--- config.mk ---
export PLATFORM = sky130hd
export DESIGN_NAME = jtag_user_dr_flat
export DESIGN_NICKNAME = d
export VERILOG_FILES = /design/src/rtl/jtag_pkg.sv /design/src/rtl/jtag_user_dr_if.sv /design/src/rtl/jtag_in_sync.sv /design/src/rtl/jtag_user_dr.sv /design/src/flat_wrapper.sv
export SDC_FILE = /design/constraint.sdc
export NUM_CORES = 1
export LEC_CHECK = 0
export BUFFER_PORTS_ARGS = -buffer_cell sky130_fd_sc_hd__buf_2
export CORE_MARGIN = 5
export CORE_UTILIZATION = 30
export DETAILED_ROUTE_END_ITERATION = 16
export GPL_TIMING_DRIVEN = 0
export SYNTH_ARGS = -nofsm -noshare
export SYNTH_HDL_FRONTEND = slang
export SYNTH_HIERARCHICAL = 1
export SYNTH_SLANG_ARGS = --single-unit
--- constraint.sdc ---
create_clock -name clk -period 1.82 [get_ports clk]
set_input_delay 0.273 -clock clk [delete_from_list [all_inputs] [get_ports clk]]
set_output_delay 0.273 -clock clk [all_outputs]
set_load 0.005 [all_outputs]
--- src/rtl/jtag_pkg.sv ---
// Shared TAP state encoding, IEEE 1149.1 next-state function and channel-index width helper.
package jtag_pkg;

    typedef enum logic [3:0] {
        EXIT2_DR         = 4'h0,
        EXIT1_DR         = 4'h1,
        SHIFT_DR         = 4'h2,
        PAUSE_DR         = 4'h3,
        SELECT_IR        = 4'h4,
        UPDATE_DR        = 4'h5,
        CAPTURE_DR       = 4'h6,
        SELECT_DR        = 4'h7,
        EXIT2_IR         = 4'h8,
        EXIT1_IR         = 4'h9,
        SHIFT_IR         = 4'hA,
        PAUSE_IR         = 4'hB,
        RUN_IDLE         = 4'hC,
        UPDATE_IR        = 4'hD,
        CAPTURE_IR       = 4'hE,
        TEST_LOGIC_RESET = 4'hF
    } tap_state_t;

    function automatic tap_state_t tap_next(input tap_state_t s, input logic tms);
        case (s)
            TEST_LOGIC_RESET: tap_next = tms ? TEST_LOGIC_RESET : RUN_IDLE;
            RUN_IDLE:         tap_next = tms ? SELECT_DR : RUN_IDLE;
            SELECT_DR:        tap_next = tms ? SELECT_IR : CAPTURE_DR;
            CAPTURE_DR:       tap_next = tms ? EXIT1_DR  : SHIFT_DR;
            SHIFT_DR:         tap_next = tms ? EXIT1_DR  : SHIFT_DR;
            EXIT1_DR:         tap_next = tms ? UPDATE_DR : PAUSE_DR;
            PAUSE_DR:         tap_next = tms ? EXIT2_DR  : PAUSE_DR;
            EXIT2_DR:         tap_next = tms ? UPDATE_DR : SHIFT_DR;
            UPDATE_DR:        tap_next = tms ? SELECT_DR : RUN_IDLE;
            SELECT_IR:        tap_next = tms ? TEST_LOGIC_RESET : CAPTURE_IR;
            CAPTURE_IR:       tap_next = tms ? EXIT1_IR  : SHIFT_IR;
            SHIFT_IR:         tap_next = tms ? EXIT1_IR  : SHIFT_IR;
            EXIT1_IR:         tap_next = tms ? UPDATE_IR : PAUSE_IR;
            PAUSE_IR:         tap_next = tms ? EXIT2_IR  : PAUSE_IR;
            EXIT2_IR:         tap_next = tms ? UPDATE_IR : SHIFT_IR;
            UPDATE_IR:        tap_next = tms ? SELECT_DR : RUN_IDLE;
            default:          tap_next = TEST_LOGIC_RESET;
        endcase
    endfunction

    function automatic int unsigned chan_w(input int unsigned n);
        return (n > 1) ? $clog2(n) : 1;
    endfunction

endpackage

--- src/rtl/jtag_user_dr_if.sv ---
// JTAG pin and update-bus bundle; upd_len_err exists only with JTAG_DR_LEN_CHECK_EN.
interface jtag_user_dr_if #(
    parameter int unsigned NUM_CHAN = 2,
    parameter int unsigned DR_WIDTH = 32
);
    import jtag_pkg::*;
    localparam int unsigned CHAN_W = chan_w(NUM_CHAN);

    logic                         jtag_tck;
    logic                         jtag_tms;
    logic                         jtag_tdi;
    logic                         jtag_reset;
    logic [NUM_CHAN-1:0]          jtag_sel;
    logic                         jtag_tdo;
    logic [NUM_CHAN*DR_WIDTH-1:0] cap_data;
    logic                         upd_valid;
    logic [CHAN_W-1:0]            upd_chan;
    logic [DR_WIDTH-1:0]          upd_data;
`ifdef JTAG_DR_LEN_CHECK_EN
    logic                         upd_len_err;
`endif

    modport slave (
        input  jtag_tck, jtag_tms, jtag_tdi, jtag_reset, jtag_sel, cap_data,
`ifdef JTAG_DR_LEN_CHECK_EN
        output upd_len_err,
`endif
        output jtag_tdo, upd_valid, upd_chan, upd_data
    );

    modport master (
        output jtag_tck, jtag_tms, jtag_tdi, jtag_reset, jtag_sel, cap_data,
`ifdef JTAG_DR_LEN_CHECK_EN
        input  upd_len_err,
`endif
        input  jtag_tdo, upd_valid, upd_chan, upd_data
    );

endinterface

--- src/rtl/jtag_in_sync.sv ---
// Multi-flop synchroniser for a bus of asynchronous inputs with rise/fall detect on the last stage.
module jtag_in_sync #(
    parameter int unsigned WIDTH  = 1,
    parameter int unsigned STAGES = 2
) (
    input  logic             clk,
    input  logic             rst_n,
    input  logic [WIDTH-1:0] d,
    output logic [WIDTH-1:0] q,
    output logic [WIDTH-1:0] rise_c,
    output logic [WIDTH-1:0] fall_c
);

    logic [STAGES-1:0][WIDTH-1:0] stg;
    logic [WIDTH-1:0]             prev;

    always_ff @(posedge clk or negedge rst_n) begin
        if (!rst_n) begin
            stg  <= '0;
            prev <= '0;
        end else begin
            stg  <= {stg[STAGES-2:0], d};
            prev <= stg[STAGES-1];
        end
    end

    assign q      = stg[STAGES-1];
    assign rise_c = stg[STAGES-1] & ~prev;
    assign fall_c = ~stg[STAGES-1] & prev;

endmodule

--- src/rtl/jtag_user_dr.sv ---
// Multi-channel JTAG user DR engine: oversampled TAP tracking, per-channel capture/shift/update.
// Optional JTAG_DR_LEN_CHECK_EN: update only on exact DR_WIDTH-bit shifts, else pulse upd_len_err.
module jtag_user_dr
    import jtag_pkg::*;
#(
    parameter int unsigned NUM_CHAN    = 2,
    parameter int unsigned DR_WIDTH    = 32,
    parameter int unsigned SYNC_STAGES = 2
) (
    input  logic           clk,
    input  logic           rst_n,
    jtag_user_dr_if.slave  bus
);

    localparam int unsigned CHAN_W = chan_w(NUM_CHAN);
    localparam int unsigned CNT_W  = $clog2(DR_WIDTH + 2);
    localparam int unsigned BUS_W  = NUM_CHAN + 3;

    logic                tck_rise_c, tck_fall_c, unused_tck_lvl;
    logic [BUS_W-1:0]    bus_s, unused_bus_rise, unused_bus_fall;
    logic                tms_s, tdi_s, reset_s;
    logic [NUM_CHAN-1:0] sel_s;

    jtag_in_sync #(.WIDTH(1), .STAGES(SYNC_STAGES)) u_tck_sync (
        .clk    (clk),
        .rst_n  (rst_n),
        .d      (bus.jtag_tck),
        .q      (unused_tck_lvl),
        .rise_c (tck_rise_c),
        .fall_c (tck_fall_c)
    );

    jtag_in_sync #(.WIDTH(BUS_W), .STAGES(SYNC_STAGES)) u_bus_sync (
        .clk    (clk),
        .rst_n  (rst_n),
        .d      ({bus.jtag_sel, bus.jtag_reset, bus.jtag_tdi, bus.jtag_tms}),
        .q      (bus_s),
        .rise_c (unused_bus_rise),
        .fall_c (unused_bus_fall)
    );

    assign tms_s   = bus_s[0];
    assign tdi_s   = bus_s[1];
    assign reset_s = bus_s[2];
    assign sel_s   = bus_s[BUS_W-1:3];

    tap_state_t          state, state_nxt;
    logic [DR_WIDTH-1:0] sr;
    logic [CNT_W-1:0]    cnt;
    logic                act_vld;
    logic [CHAN_W-1:0]   act_chan;
    logic                tdo;
    logic                upd_valid;
    logic [CHAN_W-1:0]   upd_chan;
    logic [DR_WIDTH-1:0] upd_data;
    logic                len_err;

    logic                sel_any_c;
    logic [CHAN_W-1:0]   sel_idx_c;
    logic [DR_WIDTH-1:0] cap_word_c;

    // Lowest selected chain wins; descending loop lets the lowest index assign last.
    always_comb begin
        sel_any_c  = 1'b0;
        sel_idx_c  = '0;
        cap_word_c = '0;
        for (int i = int'(NUM_CHAN) - 1; i >= 0; i--) begin
            if (sel_s[i]) begin
                sel_any_c  = 1'b1;
                sel_idx_c  = CHAN_W'(i);
                cap_word_c = bus.cap_data[i*DR_WIDTH +: DR_WIDTH];
            end
        end
    end

    always_ff @(posedge clk or negedge rst_n) begin
        if (!rst_n) state <= TEST_LOGIC_RESET;
        else        state <= state_nxt;
    end

    always_comb begin
        state_nxt = state;
        if (reset_s)         state_nxt = TEST_LOGIC_RESET;
        else if (tck_rise_c) state_nxt = tap_next(state, tms_s);
    end

    // DR datapath; acts on the current state before it advances.
    always_ff @(posedge clk or negedge rst_n) begin
        if (!rst_n) begin
            sr        <= '0;
            cnt       <= '0;
            act_vld   <= 1'b0;
            act_chan  <= '0;
            tdo       <= 1'b0;
            upd_valid <= 1'b0;
            upd_chan  <= '0;
            upd_data  <= '0;
            len_err   <= 1'b0;
        end else begin
            upd_valid <= 1'b0;
            len_err   <= 1'b0;
            if (tck_fall_c) tdo <= (state == SHIFT_DR && act_vld) ? sr[0] : 1'b0;
            if (reset_s || state == TEST_LOGIC_RESET) begin
                act_vld  <= 1'b0;
                act_chan <= '0;
                if (reset_s) begin
                    sr  <= '0;
                    cnt <= '0;
                end
            end else begin
                if (tck_rise_c && state == CAPTURE_DR) begin
                    act_vld  <= sel_any_c;
                    act_chan <= sel_idx_c;
                    cnt      <= '0;
                    if (sel_any_c) sr <= cap_word_c;
                end else if (tck_rise_c && state == SHIFT_DR && act_vld) begin
                    sr <= {tdi_s, sr[DR_WIDTH-1:1]};
                    if (cnt != CNT_W'(DR_WIDTH + 1)) cnt <= cnt + CNT_W'(1);
                end
                if (tck_fall_c && state == UPDATE_DR && act_vld) begin
`ifdef JTAG_DR_LEN_CHECK_EN
                    if (cnt == CNT_W'(DR_WIDTH)) begin
                        upd_valid <= 1'b1;
                        upd_chan  <= act_chan;
                        upd_data  <= sr;
                    end else begin
                        len_err <= 1'b1;
                    end
`else
                    upd_valid <= 1'b1;
                    upd_chan  <= act_chan;
                    upd_data  <= sr;
`endif
                end
            end
        end
    end

    assign bus.jtag_tdo  = tdo;
    assign bus.upd_valid = upd_valid;
    assign bus.upd_chan  = upd_chan;
    assign bus.upd_data  = upd_data;
`ifdef JTAG_DR_LEN_CHECK_EN
    assign bus.upd_len_err = len_err;
`else
    logic unused_len_err;
    assign unused_len_err = len_err;
`endif

endmodule
--- src/flat_wrapper.sv ---
// flat-port wrapper written by rule: the top's interface ports become plain ports
module jtag_user_dr_flat import jtag_pkg::*;
#(
    parameter int unsigned NUM_CHAN    = 2,
    parameter int unsigned DR_WIDTH    = 32,
    parameter int unsigned SYNC_STAGES = 2
)
  (clk, rst_n, bus_jtag_tck, bus_jtag_tms, bus_jtag_tdi, bus_jtag_reset, bus_jtag_sel, bus_cap_data, bus_jtag_tdo, bus_upd_valid, bus_upd_chan, bus_upd_data);
  jtag_user_dr_if #(.NUM_CHAN(NUM_CHAN), .DR_WIDTH(DR_WIDTH)) bus_i ();
  input  logic clk;
  input  logic rst_n;
  input wire logic [$bits(bus_i.jtag_tck)-1:0] bus_jtag_tck;
  input wire logic [$bits(bus_i.jtag_tms)-1:0] bus_jtag_tms;
  input wire logic [$bits(bus_i.jtag_tdi)-1:0] bus_jtag_tdi;
  input wire logic [$bits(bus_i.jtag_reset)-1:0] bus_jtag_reset;
  input wire logic [$bits(bus_i.jtag_sel)-1:0] bus_jtag_sel;
  input wire logic [$bits(bus_i.cap_data)-1:0] bus_cap_data;
  output wire logic [$bits(bus_i.jtag_tdo)-1:0] bus_jtag_tdo;
  output wire logic [$bits(bus_i.upd_valid)-1:0] bus_upd_valid;
  output wire logic [$bits(bus_i.upd_chan)-1:0] bus_upd_chan;
  output wire logic [$bits(bus_i.upd_data)-1:0] bus_upd_data;
  assign bus_i.jtag_tck = bus_jtag_tck;
  assign bus_i.jtag_tms = bus_jtag_tms;
  assign bus_i.jtag_tdi = bus_jtag_tdi;
  assign bus_i.jtag_reset = bus_jtag_reset;
  assign bus_i.jtag_sel = bus_jtag_sel;
  assign bus_i.cap_data = bus_cap_data;
  assign bus_jtag_tdo = bus_i.jtag_tdo;
  assign bus_upd_valid = bus_i.upd_valid;
  assign bus_upd_chan = bus_i.upd_chan;
  assign bus_upd_data = bus_i.upd_data;
  jtag_user_dr #(.NUM_CHAN(NUM_CHAN), .DR_WIDTH(DR_WIDTH), .SYNC_STAGES(SYNC_STAGES)) u_core (.clk(clk), .rst_n(rst_n), .bus(bus_i));
endmodule
==> flow_summary_export.csv, run 1 <==
group,metric,value,unit
global_route,grt_pass1_wl,15500,um
setup_path,required,2.03,ns
route,drtAntennaViolNets,0,
floorplanning,io_pins,107,
yosys,syn_avg_cell_area,13.73,um^2
global_route,overflow,0,
global_route,grt_max_degree,53,
clock_tree,clk_latency,0.33,ns
clock_tree,clockRootBuffer,"clkbuf_16",
global_route,grt_pass1_vias,2954,
yosys,synthCells,295,
place,placed_cells,578,
global_route,grt_use_total,12.35,%
clock_tree,cts_buffers,9,
setup_path,start_kind,"flip-flop",
place,dpl.hpwl,7039,um
route,drt_iter0_drc,85,
setup_path,worstSetupPathType,"reg2reg",
finish,diodes,0,
clock_tree,clkTransAtPathRegs,0.06,ns
clock_tree,cts_htree_levels,3,
sta,fin_skew,0.007022,ns
power,irDropWorstVdd,0.4585,mV
sta,tightest_slew,0.5695,ns
sta,slew_headroom,62.04,%
floorplanning,rows,42,
route,drc,0,
route,drt_pass1_iterations,4,
floorplanning,core_area,13240,um^2
floorplanning,die_w,126.2,um
clock_tree,numClockSinks,86,
yosys,netlist_area,4051,um^2
finish,fill_cells,1320,
route,wl_per_cell,16.24,um
sta,finalSetupViolCount,0,
route,drt_wl_total,9730,um
finish,finalInstanceArea,5275,um^2
finish,drive_gt1_share,46.81,%
place,portBuffers,106,
setup_path,crit_fanout,10,
sta,period_share,97.47,%
place,gp_congestion,0.7436,
sta,final-hold-violation-count,0,
clock_tree,cts_tree,"built",
setup_path,endpoint_kind,"flip-flop",
power,power_density,816.5,nW/um^2
finish,seq_area,2157,um^2
floorplanning,die_h,126.2,um
job,drv_cap,0,
place,place_area,4832,um^2
sta,fin_hold_ws,0.04696,ns
sta,fmax,563.7,MHz
clock_tree,clockBufferDepth,2,
route,vias,2761,
finish,nets,490,
yosys,ys.warnings.count,6,
yosys,syn_nets,367,
setup_path,worstPathArrival,1.99,ns
sta,final-max-slew-violation-count,0,
finish,fin_cells,599,
worst_hold_path,min_path_type,"in2reg",
finish,multi_input_area,1672,um^2
outcome,status,"finished, final reports clean",
route,avgViaCountPerCell,4.609,
sta,period_needed,1.774,ns
floorplanning,dieArea,15930,um^2
global_route,antenna_found_initial,1,
finish,synthToLayoutAreaGrowth,30.20,%
power,leakagePower,0.002569,uW
floorplanning,initial_utilization,30.59,%
==> cell type report <==
| type | instances | area share (%) |
|---|---|---|
| plain buffers | 28 | 4.696 |
| well taps | 176 | 4.175 |
| multi-input cells | 175 | 31.69 |
| clock inverters | 3 | 1.233 |
| repair buffers | 114 | 11.91 |
| flip-flops and latches | 86 | 40.89 |
| clock buffers | 13 | 5.123 |
| inverters | 4 | 0.2846 |
==> where the power goes <==
group	leakage, uW	internal (uW)	switching, uW
registers	0.00116	1940	9.60
clock network	0.000166	1310	728
logic	0.00125	152	167
==> cell usage in the layout, fill, tap and decap left out, types with 2 or more instances in the layout <==
cell         n
a211oi_1     2
a21oi_1      5
a22o_1      31
buf_12       6
buf_2      112
buf_4       12
buf_6        2
bufinv_16    2
clkbuf_1     5
clkbuf_16    9
clkbuf_2     3
clkbuf_8     3
dfrtp_1     82
dfstp_2      4
inv_1        4
mux2_2       4
mux2_4      29
mux2i_1     34
nand2_1      5
nand3_1      3
nor2_1       5
nor2_4       2
o21ai_0      5
o2bb2ai_1   32
==> per-stage QoR <==
| stage | utilization, % | worst slack (ns) | power, uW | setup TNS (ns) |
|---|---|---|---|---|
| 3_5_place_dp | 36.49 | -0.2352 | 2301 | -5.850 |
| 3_3_place_gp | 36.26 | -0.2931 | 2285 | -28.50 |
| 2_1_floorplan | - | 0.1239 | 2133 | 0 |
| 4_1_cts | 39.32 | 0.004631 | 4373 | 0 |
| 6_report | 39.83 | 0.04600 | 4307 | 0 |
| 5_1_grt | 39.83 | -0.003516 | 4474 | -0.01053 |
==> sequential cells by signal, indices dropped and copies added, names as in the netlist, 4 cells and up <==
signal                 count
u_core/bus.upd_data       32
u_core/sr                 32
u_core/state               4
u_core/u_bus_sync/q        5
u_core/u_bus_sync/stg      5
==> path summary, 6_finish.rpt <==
kind,to,startpoint,depth (start not counted),slack (ns)
max,u_core/bus.upd_data[20]$_DFFE_PN0P_,u_core/u_tck_sync/q$_DFF_PN0_,6,0.05
min,u_core/u_bus_sync/stg[1]$_DFF_PN0_,bus_jtag_tdi,1,0.05
max reg2reg,u_core/bus.upd_data[20]$_DFFE_PN0P_,u_core/u_tck_sync/q$_DFF_PN0_,6,0.05
min reg2reg,u_core/u_bus_sync/q[2]$_DFF_PN0_,u_core/u_bus_sync/stg[2]$_DFF_PN0_,0,0.35
max in group asynchronous,u_core/state[2]$_DFFE_PN1P_,rst_n,3,0.73
min in group asynchronous,u_core/bus.upd_data[20]$_DFFE_PN0P_,rst_n,2,0.44
==> critical path, cell delays in order (launching register included) <==
cell     delay, ns
dfrtp_1       0.39
and2b_2       0.24
nand3_1       0.10
or3_4         0.34
buf_6         0.15
buf_12        0.15
mux2_4        0.29
==> routing by layer <==
| metal | vias to the layer above | global-route usage (%) | part of all wire [%] |
|---|---|---|---|
| met5 | - | 0 | 0.13 |
| met4 | 2 | 3.407 | 1.2 |
| met3 | 11 | 3.599 | 4.7 |
| met2 | 65 | 19.31 | 47 |
| met1 | 1332 | 16.77 | 47 |
| li1 | 1351 | - | - |
==> timing repair <==
action / CTS / global route
hold buffers: 1 / 0
endpoints found under the hold margin: 31 / 0
pin swaps: 1 / 1
gates resized for setup: 7 / 13
setup endpoints to repair: 56 / 54
setup buffers: 3 / 3
Power figures use the tool's default switching activity.
==> inputs of run 2 (changes only) <==
--- a/config.mk
+++ b/config.mk
@@ -5,7 +5,9 @@
 export SDC_FILE = /design/constraint.sdc
 export NUM_CORES = 1
 export LEC_CHECK = 0
+export ABC_CLOCK_PERIOD_IN_PS = 1820
 export BUFFER_PORTS_ARGS = -buffer_cell sky130_fd_sc_hd__buf_2
+export CORE_ASPECT_RATIO = 0.6
 export CORE_MARGIN = 5
 export CORE_UTILIZATION = 30
 export DETAILED_ROUTE_END_ITERATION = 16
==> flow_summary_export.csv, run 2 (synthesis gave the netlist of run 1 again) <==
group,metric,value,unit
sta,rsz0062_at_grt,"true",
floorplanning,io_pins,107,
clock_tree,cts_htree_levels,3,
sta,final-hold-violation-count,0,
floorplanning,core_area,13050,um^2
setup_path,cp_num_cells,5,
worst_hold_path,min_to,"u_core/u_bus_sync/stg[1]$_DFF_PN0_",
place,placed_cells,572,
worst_hold_path,min_path_cells,1,
power,power_density,785.0,nW/um^2
finish,synthToLayoutAreaGrowth,30.02,%
finish,fin_cells,593,
finish,nets,490,
setup_path,r2r-end,"u_core/sr[24]$_DFFE_PN0P_",
power,leakagePower,0.002567,uW
route,drt_wl_total,10500,um
finish,multi_input_area,1700,um^2
floorplanning,die_w,160.0,um
finish,fill_cells,1269,
setup_path,reg2reg_depth,5,
route,drc,0,
finish,final_core_util,40.36,%
outcome,status,"finished, final reports clean",
clock_tree,clockBufferDepth,2,
clock_tree,clockRootBuffer,"clkbuf_16",
finish,top_regs,"u_core/bus.upd_data: 32 flops, u_core/sr: 32 flops",
clock_tree,clkTransAtPathRegs,0.07,ns
finish,drive_gt1_share,48.23,%
job,drv_cap,0,
setup_path,crit_fanout,10,
clock_tree,cts_buffers,9,
sta,setup_tns,0,ns
global_route,grt_pass1_wl,16730,um
setup_path,required,2.07,ns
clock_tree,clk_latency,0.33,ns
route,drtAntennaViolNets,0,
place,place_area,4825,um^2
setup_path,crit_family,"compound AO/OA/AOI/OAI gates",
setup_path,path_buf_inv,2,
sta,fin_skew,0.01214,ns
setup_path,regToRegStartpoint,"u_core/state[1]$_DFFE_PN1P_",
floorplanning,die_h,100.0,um
finish,diodes,0,
route,drt_iter0_drc,63,
finish,layout_commonest_cell,"buf_2",
setup_path,worstSetupPathType,"reg2reg",
power,irDropWorstVdd,0.3817,mV
setup_path,regToRegSetupSlack,0.06,ns
route,drt_pass1_iterations,4,
finish,finalInstanceArea,5268,um^2
sta,tightest_slew,0.5478,ns
global_route,grt_max_degree,48,
finish,most-common-layout-cells,"buf_2 (108), dfrtp_1 (82), mux2i_1 (33)",
setup_path,start_kind,"flip-flop",
route,avgViaCountPerCell,4.848,
global_route,grt_pass1_vias,3117,
global_route,antenna_found_initial,0,
sta,fmax,568.8,MHz
floorplanning,dieArea,16000,um^2
clock_tree,numClockSinks,86,
setup_path,crit_path_max_incr_delay,0.55,ns
clock_tree,cts_tree,"built",
place,gp_congestion,0.7592,
sta,period_share,96.60,%
finish,seq_area,2157,um^2
floorplanning,rows,32,
place,portBuffers,106,
setup_path,worstPathArrival,2.01,ns
global_route,overflow,0,
sta,finalSetupViolCount,0,
sta,final-max-slew-violation-count,0,
sta,slew_headroom,63.48,%
route,wl_per_cell,17.70,um
route,vias,2875,
sta,period_needed,1.758,ns
place,dpl.hpwl,7551,um
worst_hold_path,holdCritStartpoint,"bus_jtag_tdi",
worst_hold_path,min_path_type,"in2reg",
setup_path,cpMaxStageDelayCell,"a2111o_2",
setup_path,cp_cell_sequence,"buf_8 -> nand4bb_4 -> a2111o_2 -> buf_4 -> o2bb2ai_1",
global_route,grt_use_total,13.26,%
floorplanning,initial_utilization,31.04,%
setup_path,endpoint_kind,"flip-flop",
-- run 2: cell count changes in the layout (fill, tap and decap cells not counted), moves of 3 or more --
cell,previous run,this run
buf_2,112,108
clkbuf_4,0,3
o2bb2ai_1,32,29
o2bb2ai_2,0,3
-- run 2: what timing repair did --
item	in CTS	in global routing
pin swaps	1	3
gates cloned	0	2
hold endpoints to repair	38	0
setup buffers	2	3
endpoints found under the setup margin	60	62
gates resized for setup	10	28
hold buffers	1	0
-- run 2: worst max-delay path by stage --
| stage | from | end | slack [ns] |
|---|---|---|---|
| 2_1_floorplan | u_core/state[0]$_DFFE_PN1P_ | u_core/bus.upd_chan$_DFFE_PN0P_ | 0.12 |
| 3_3_place_gp | rst_n | u_core/bus.upd_data[16]$_DFFE_PN0P_ | -0.31 |
| 3_5_place_dp | u_core/u_bus_sync/q[3]$_DFF_PN0_ | u_core/sr[17]$_DFFE_PN0P_ | -0.33 |
| 4_1_cts | u_core/state[0]$_DFFE_PN1P_ | u_core/bus.upd_data[0]$_DFFE_PN0P_ | 0.007 |
| 5_1_grt | u_core/state[3]$_DFFE_PN1P_ | u_core/sr[0]$_DFFE_PN0P_ | -0.009 |
| 6_report | u_core/state[1]$_DFFE_PN1P_ | u_core/sr[24]$_DFFE_PN0P_ | 0.06 |
-- run 2: through the flow --
step / worst slack, ns / total power, uW / hold WS (ns)
6_report: 0.06188 / 4135 / 0.04393
5_1_grt: -0.009272 / 4306 / 0.02749
4_1_cts: 0.007150 / 4187 / 0.03050
3_5_place_dp: -0.3324 / 2305 / 0.3023
3_3_place_gp: -0.3113 / 2290 / 0.3341
2_1_floorplan: 0.1239 / 2133 / -0.02259
-- run 2: layout make-up --
class	instances	area share, %
Tap cell	170	4.038
Inverter	4	0.2850
Clock buffer	11	4.608
Timing Repair Buffer	115	11.78
Clock inverter	5	1.069
Buffer	27	4.988
Multi-Input combinational cell	175	32.28
Sequential cell	86	40.95
-- run 2: report_power, final --
part	internal, uW	switching [uW]
registers	1940	10.4
logic	159	174
clock network	1100	752
-- run 2: metal layers --
| layer | up-vias | routed length (um) | share of wire [%] | global-route usage, % |
|---|---|---|---|---|
| met5 | - | 0 | 0 | 0 |
| met1 | 1422 | 5389 | 51 | 19.10 |
| met2 | 100 | 4430 | 42 | 19.54 |
| met3 | 6 | 635 | 6.1 | 4.350 |
| li1 | 1347 | - | - | - |
| met4 | 0 | 39 | 0.37 | 2.776 |
